<file path="config.mk">
export PLATFORM = sky130hd
export DESIGN_NAME = alu_seq_flat
export DESIGN_NICKNAME = d
export VERILOG_FILES = /design/src/rtl/alu_seq_if.sv /design/src/rtl/alu_seq.sv /design/src/flat_wrapper.sv
export SDC_FILE = /design/constraint.sdc
export NUM_CORES = 1
export LEC_CHECK = 0
export CORE_MARGIN = 3
export CORE_UTILIZATION = 30
export CTS_CLUSTER_SIZE = 8
export DETAILED_ROUTE_END_ITERATION = 12
export MAX_ROUTING_LAYER = met4
export SYNTH_ARGS = -nofsm -noshare
export SYNTH_HDL_FRONTEND = slang
export SYNTH_SLANG_ARGS = --single-unit
export TNS_END_PERCENT = 5
</file>
<file path="constraint.sdc">
create_clock -name clk -period 3.2 [get_ports clk]
set_clock_uncertainty 0.05 [all_clocks]
set_input_delay 0.64 -clock clk [delete_from_list [all_inputs] [get_ports clk]]
set_output_delay 0.64 -clock clk [all_outputs]
set_load 0.02 [all_outputs]
</file>
<file path="src/rtl/alu_seq_if.sv">
// Operand/result handshake bundle between the control FSM (master) and alu_seq (slave).
interface alu_seq_if #(
  parameter int WIDTH = 7
);
  logic             in_valid;
  logic             in_ready;
  logic [WIDTH-1:0] a;
  logic [WIDTH-1:0] b;
  logic [1:0]       op;
  logic             out_valid;
  logic             out_ready;
  logic [WIDTH-1:0] res;
  logic             CF;
  logic             GZ;
  logic             ZF;
  logic             busy;

  modport master (
    output in_valid, a, b, op, out_ready,
    input  in_ready, out_valid, res, CF, GZ, ZF, busy
  );

  modport slave (
    input  in_valid, a, b, op, out_ready,
    output in_ready, out_valid, res, CF, GZ, ZF, busy
  );
endinterface

</file>
<file path="src/rtl/alu_seq.sv">
// Sequential ALU: single-cycle ADD/SUB/AND, shift-add MUL over WIDTH cycles,
// registered result and flags held until the consumer accepts them.
module alu_seq #(
  parameter int WIDTH = 7,
  parameter int CNT_W = 5
) (
  input logic      clk,
  input logic      rst,
  alu_seq_if.slave bus
);

  localparam logic [1:0] S_IDLE = 2'd0;
  localparam logic [1:0] S_MUL  = 2'd1;
  localparam logic [1:0] S_DONE = 2'd2;

  localparam logic [1:0] OP_ADD = 2'd0;
  localparam logic [1:0] OP_SUB = 2'd1;
  localparam logic [1:0] OP_MUL = 2'd2;

  logic [1:0]         state;
  logic [WIDTH-1:0]   res_q;
  logic               cf_q;
  logic               gz_q;
  logic               zf_q;
  logic [2*WIDTH-1:0] acc;
  logic [2*WIDTH-1:0] mcand;
  logic [2*WIDTH-1:0] acc_step;
  logic [WIDTH-1:0]   mplier;
  logic [CNT_W-1:0]   cnt;
  logic [WIDTH:0]     sum;
  logic [WIDTH:0]     diff;
  logic [WIDTH-1:0]   new_res;
  logic               new_cf;
  logic               accept;
  logic               mul_last;
  logic               load;

  // One result path feeds the output registers: the single-cycle ops from the
  // live operands at accept, or the finished accumulator on the last MUL step.
  always_comb begin
    sum      = {1'b0, bus.a} + {1'b0, bus.b};
    diff     = {1'b0, bus.a} - {1'b0, bus.b};
    acc_step = mplier[0] ? (acc + mcand) : acc;
    accept   = (state == S_IDLE) && bus.in_valid;
    mul_last = (state == S_MUL) && (cnt == CNT_W'(WIDTH - 1));
    new_res  = bus.a & bus.b;
    new_cf   = 1'b0;
    if (state == S_MUL) begin
      new_res = acc_step[WIDTH-1:0];
      new_cf  = |acc_step[2*WIDTH-1:WIDTH];
    end else begin
      case (bus.op)
        OP_ADD: begin
          new_res = sum[WIDTH-1:0];
          new_cf  = sum[WIDTH];
        end
        OP_SUB: begin
          new_res = diff[WIDTH-1:0];
          new_cf  = diff[WIDTH];
        end
        default: ;
      endcase
    end
    load = (accept && (bus.op != OP_MUL)) || mul_last;
  end

  always_ff @(posedge clk) begin
    if (rst) begin
      state  <= S_IDLE;
      res_q  <= '0;
      cf_q   <= 1'b0;
      gz_q   <= 1'b0;
      zf_q   <= 1'b0;
      acc    <= '0;
      mcand  <= '0;
      mplier <= '0;
      cnt    <= '0;
    end else begin
      if (load) begin
        res_q <= new_res;
        cf_q  <= new_cf;
        zf_q  <= ~|new_res;
        gz_q  <= ~new_res[WIDTH-1] & (|new_res);
      end
      case (state)
        S_IDLE: begin
          if (bus.in_valid) begin
            if (bus.op == OP_MUL) begin
              acc    <= '0;
              cnt    <= '0;
              mcand  <= {{WIDTH{1'b0}}, bus.a};
              mplier <= bus.b;
              state  <= S_MUL;
            end else begin
              state <= S_DONE;
            end
          end
        end
        // Multiplier consumed LSB first; multiplicand shifts up to match.
        S_MUL: begin
          acc    <= acc_step;
          mcand  <= mcand << 1;
          mplier <= mplier >> 1;
          cnt    <= cnt + 1'b1;
          if (mul_last) state <= S_DONE;
        end
        S_DONE: begin
          if (bus.out_ready) state <= S_IDLE;
        end
        default: state <= S_IDLE;
      endcase
    end
  end

  assign bus.in_ready  = (state == S_IDLE);
  assign bus.out_valid = (state == S_DONE);
  assign bus.busy      = (state == S_MUL);
  assign bus.res       = res_q;
  assign bus.CF        = cf_q;
  assign bus.GZ        = gz_q;
  assign bus.ZF        = zf_q;

endmodule

</file>
<file path="src/flat_wrapper.sv">
// flat-port wrapper written by rule: the top's interface ports become plain ports
module alu_seq_flat 
#(
  parameter int WIDTH = 7,
  parameter int CNT_W = 5
)
  (clk, rst, bus_in_valid, bus_a, bus_b, bus_op, bus_out_ready, bus_in_ready, bus_out_valid, bus_res, bus_CF, bus_GZ, bus_ZF, bus_busy);
  alu_seq_if #(.WIDTH(WIDTH)) bus_i ();
  input logic clk;
  input logic rst;
  input wire logic [$bits(bus_i.in_valid)-1:0] bus_in_valid;
  input wire logic [$bits(bus_i.a)-1:0] bus_a;
  input wire logic [$bits(bus_i.b)-1:0] bus_b;
  input wire logic [$bits(bus_i.op)-1:0] bus_op;
  input wire logic [$bits(bus_i.out_ready)-1:0] bus_out_ready;
  output wire logic [$bits(bus_i.in_ready)-1:0] bus_in_ready;
  output wire logic [$bits(bus_i.out_valid)-1:0] bus_out_valid;
  output wire logic [$bits(bus_i.res)-1:0] bus_res;
  output wire logic [$bits(bus_i.CF)-1:0] bus_CF;
  output wire logic [$bits(bus_i.GZ)-1:0] bus_GZ;
  output wire logic [$bits(bus_i.ZF)-1:0] bus_ZF;
  output wire logic [$bits(bus_i.busy)-1:0] bus_busy;
  assign bus_i.in_valid = bus_in_valid;
  assign bus_i.a = bus_a;
  assign bus_i.b = bus_b;
  assign bus_i.op = bus_op;
  assign bus_i.out_ready = bus_out_ready;
  assign bus_in_ready = bus_i.in_ready;
  assign bus_out_valid = bus_i.out_valid;
  assign bus_res = bus_i.res;
  assign bus_CF = bus_i.CF;
  assign bus_GZ = bus_i.GZ;
  assign bus_ZF = bus_i.ZF;
  assign bus_busy = bus_i.busy;
  alu_seq #(.WIDTH(WIDTH), .CNT_W(CNT_W)) u_core (.clk(clk), .rst(rst), .bus(bus_i));
endmodule
</file>
==> impl_metrics.env <==
export IMPL_ys_top_cells_by_area="dfxtp_1 (29%), ha_1 (10%), nor2_1 (6.4%)"
export IMPL_hold_violations=0
export IMPL_power_density_nw_per_um2=406.2
export IMPL_grt_pass1_vias=3126
export IMPL_n_antenna_cell=0
export IMPL_start_util=0.3159
export IMPL_path_cells="clkdlybuf4s50_1 > ha_2 > fa_1 > nand2b_1 > a21oi_1 > o31a_1 > o311ai_1 > xnor2_1 > o211a_1 > a31oi_1 > o32ai_2"
export IMPL_max_cap_viol_count=0
export IMPL_layout_drive_gt1_share=0.1574
export IMPL_critPathBufInv=1
export IMPL_htree_num_levels=2
export IMPL_multi_input_area_um2=2316
export IMPL_cp_slowest_cell="clkdlybuf4s50_1"
export IMPL_syn2layout_area_growth_pct=24.42
export IMPL_ioPinCount=33
export IMPL_slowest_delay_ns=0.45
export IMPL_core_um2=11170
export IMPL_synth_most_common_cell="nor2_1"
export IMPL_drt_vias_per_instance=5.215
export IMPL_critPathRequiredTime_ns=3.30
export IMPL_nFillCells=1133
export IMPL_grt_max_degree=40
export IMPL_seq_area_um2=1041
export IMPL_yosysUniqueCellTypes=57
export IMPL_cp_top_family="compound AO/OA/AOI/OAI gates"
export IMPL_synth_edf_count=0
export IMPL_path_max_fanout=3
export IMPL_cts_root_buf="clkbuf_16"
export IMPL_hpwlAfterDp_um=6741
export IMPL_ir_drop_v=0.0002021
export IMPL_clock_latency_ns=0.30
export IMPL_netlist_area_leader_share=0.2949
export IMPL_dp_slack_ns=-0.4758
export IMPL_grt_util_all_layers=0.1451
export IMPL_synth_common_cells="nor2_1 (60), dfxtp_1 (52), nand2_1 (31)"
export IMPL_p_leak_uw=0.001834
export IMPL_ys_warn_count=0
export IMPL_gp_congestion=0.8827
export IMPL_dieArea_um2=13100
export IMPL_synth_top_area_cell="dfxtp_1"
export IMPL_max_freq_ghz=0.3276
export IMPL_wl_per_cell_um=14.55
export IMPL_die_y_um=114.5
export IMPL_ant_nets=0
export IMPL_start_kind="input port"
export IMPL_synth_seq_cells=52
export IMPL_clk_path_buf_depth=2
export IMPL_first_pass_iters=6
export IMPL_clk_pin_slew_ns=0.07
export IMPL_crit_type="input port to register"
export IMPL_synthFlopType="dfxtp_1"
export IMPL_gr_total_overflow=0
export IMPL_synthArstFlopShare=0
export IMPL_drc_errors=0
export IMPL_antenna_found_initial=0
export IMPL_syn_num_nets=471
export IMPL_critPathCaptureType="register"
export IMPL_portBuffers=32
export IMPL_syn_cell_area_um2=3530
export IMPL_rows=38
export IMPL_min_period_ns=3.053
export IMPL_vias=3181
export IMPL_drtIter0Drc=225
export IMPL_numCtsBuffers=5
export IMPL_ys_seq_area_frac=0.2949
export IMPL_num_nets_final=521
export IMPL_cts_tree="done"
export IMPL_synthCells=419
export IMPL_setup_viol=0
export IMPL_grt_pass1_wl_um=15210
export IMPL_worstMarginPinSlew_ns=0.7890
export IMPL_syn_mean_instance_area_um2=8.424
export IMPL_postCtsHoldBufs=0
export IMPL_status="finished, final reports clean"
export IMPL_crit_arrival_ns=3.15
export IMPL_wl_um=8875
export IMPL_final_max_slew_violation_count=0
export IMPL_relSlewSlack=0.4740
export IMPL_cts_num_sinks=52
export IMPL_grt_setup_unrepaired="no"
export IMPL_hold_class="register to register"
export IMPL_dieWidth_um=114.5
export IMPL_total_power_uw=1784
export IMPL_fin_ws_ns=0.1472
export IMPL_fin_crit_sh=0.9540
[worst reg2reg max path, cell delays in order, from the launching register on]
cell      delay (ns)
dfxtp_1         0.37
ha_2            0.33
and3_1          0.20
a221o_1         0.35
a2111o_1        0.46
a31oi_1         0.21
xnor2_1         0.12
o31a_1          0.28
o41ai_4         0.35
a311oi_2        0.14
[final cells by class]
type                       instances  area share
tap                              140     0.03989
clock buffer                       5     0.02849
timing repair buffer              69      0.1362
sequential                        52      0.2370
inverter                          18     0.01538
multi-input combinational        323      0.5274
clock inverter                     3     0.01567
[what timing repair did]
| item | CTS | global route |
|---|---|---|
| pin swaps | 0 | 6 |
| gates resized for setup | 2 | 20 |
| hold endpoints to repair | 0 | 0 |
| setup endpoints to repair | 1 | 6 |
| setup buffers | 0 | 1 |
[cells in the final DEF (no fill, tap or decap), drive strengths merged, types with 3 or more instances in the layout]
cell type / n
a211oi: 11
a21o: 8
a21oi: 25
a222oi: 6
a22oi: 20
a311oi: 7
a31oi: 3
and2: 3
and3: 5
buf: 38
clkbuf: 5
clkdlybuf4s50: 29
dfxtp: 52
fa: 3
ha: 29
inv: 19
mux2: 4
mux2i: 9
nand2: 31
nand2b: 6
nand3: 3
nand4: 3
nor2: 60
nor2b: 8
nor3: 7
o211ai: 3
o21ai: 14
o21bai: 3
or3: 4
xnor2: 11
xor2: 6
[metrics by stage]
step	hold slack, ns	instance area (um2)	TNS, ns	instances	utilization
floorplan	0.3943	3530	0	419	-
global placement	0.4078	4103	-1.358	601	0.3672
detailed placement	0.4164	4103	-1.814	601	0.3672
CTS	0.4264	4303	0	609	0.3851
global route	0.4617	4392	0	610	0.3931
finish	0.4252	4392	0	610	0.3931
[logic make-up after synthesis]
kind of cell             count (synthesis)  synth area share
XOR/XNOR                                17           0.04218
AND/OR/NAND/NOR                        140            0.1868
AO/OA/AOI/OAI                          121            0.2457
multiplexers                            13           0.03828
flip-flops                              52            0.2949
adder cells (fa/ha/maj)                 32            0.1198
buffers and inverters                   44           0.07231
[report_power, final]
group | leakage (uW) | switching (uW) | internal, uW | total, uW
sequential | 0.000422 | 21.8 | 670 | 692
combinational | 0.00132 | 203 | 183 | 385
clock | 0.0000944 | 256 | 451 | 707
[metal layers]
layer  global-route usage  share of wire  up-vias
li1                     -              -     1622
met1               0.1975           0.49     1485
met2               0.2297           0.46       60
met3              0.01638          0.039       14
met4              0.03721          0.011        0
met5                    -              0        -
[worst paths after layout]
kind / from / to / slack (ns) / cells past startpoint
max: bus_a[0] / u_core.bus.ZF / 0.15 / 11
min: u_core.mplier[4] / u_core.mplier[3] / 0.43 / 2
max reg2reg: u_core.mcand[2] / u_core.bus.CF / 0.19 / 9
min reg2reg: u_core.mplier[4] / u_core.mplier[3] / 0.43 / 2
[registers in the layout, summed over array words and instances, names as in the netlist]
signal and flops:
u_core.acc 14, u_core.bus.CF 1, u_core.bus.GZ 1, u_core.bus.ZF 1
u_core.bus.res 7, u_core.cnt 5, u_core.mcand 14, u_core.mplier 7
u_core.state 2
Note: power is estimated with default switching activity, not from simulation.
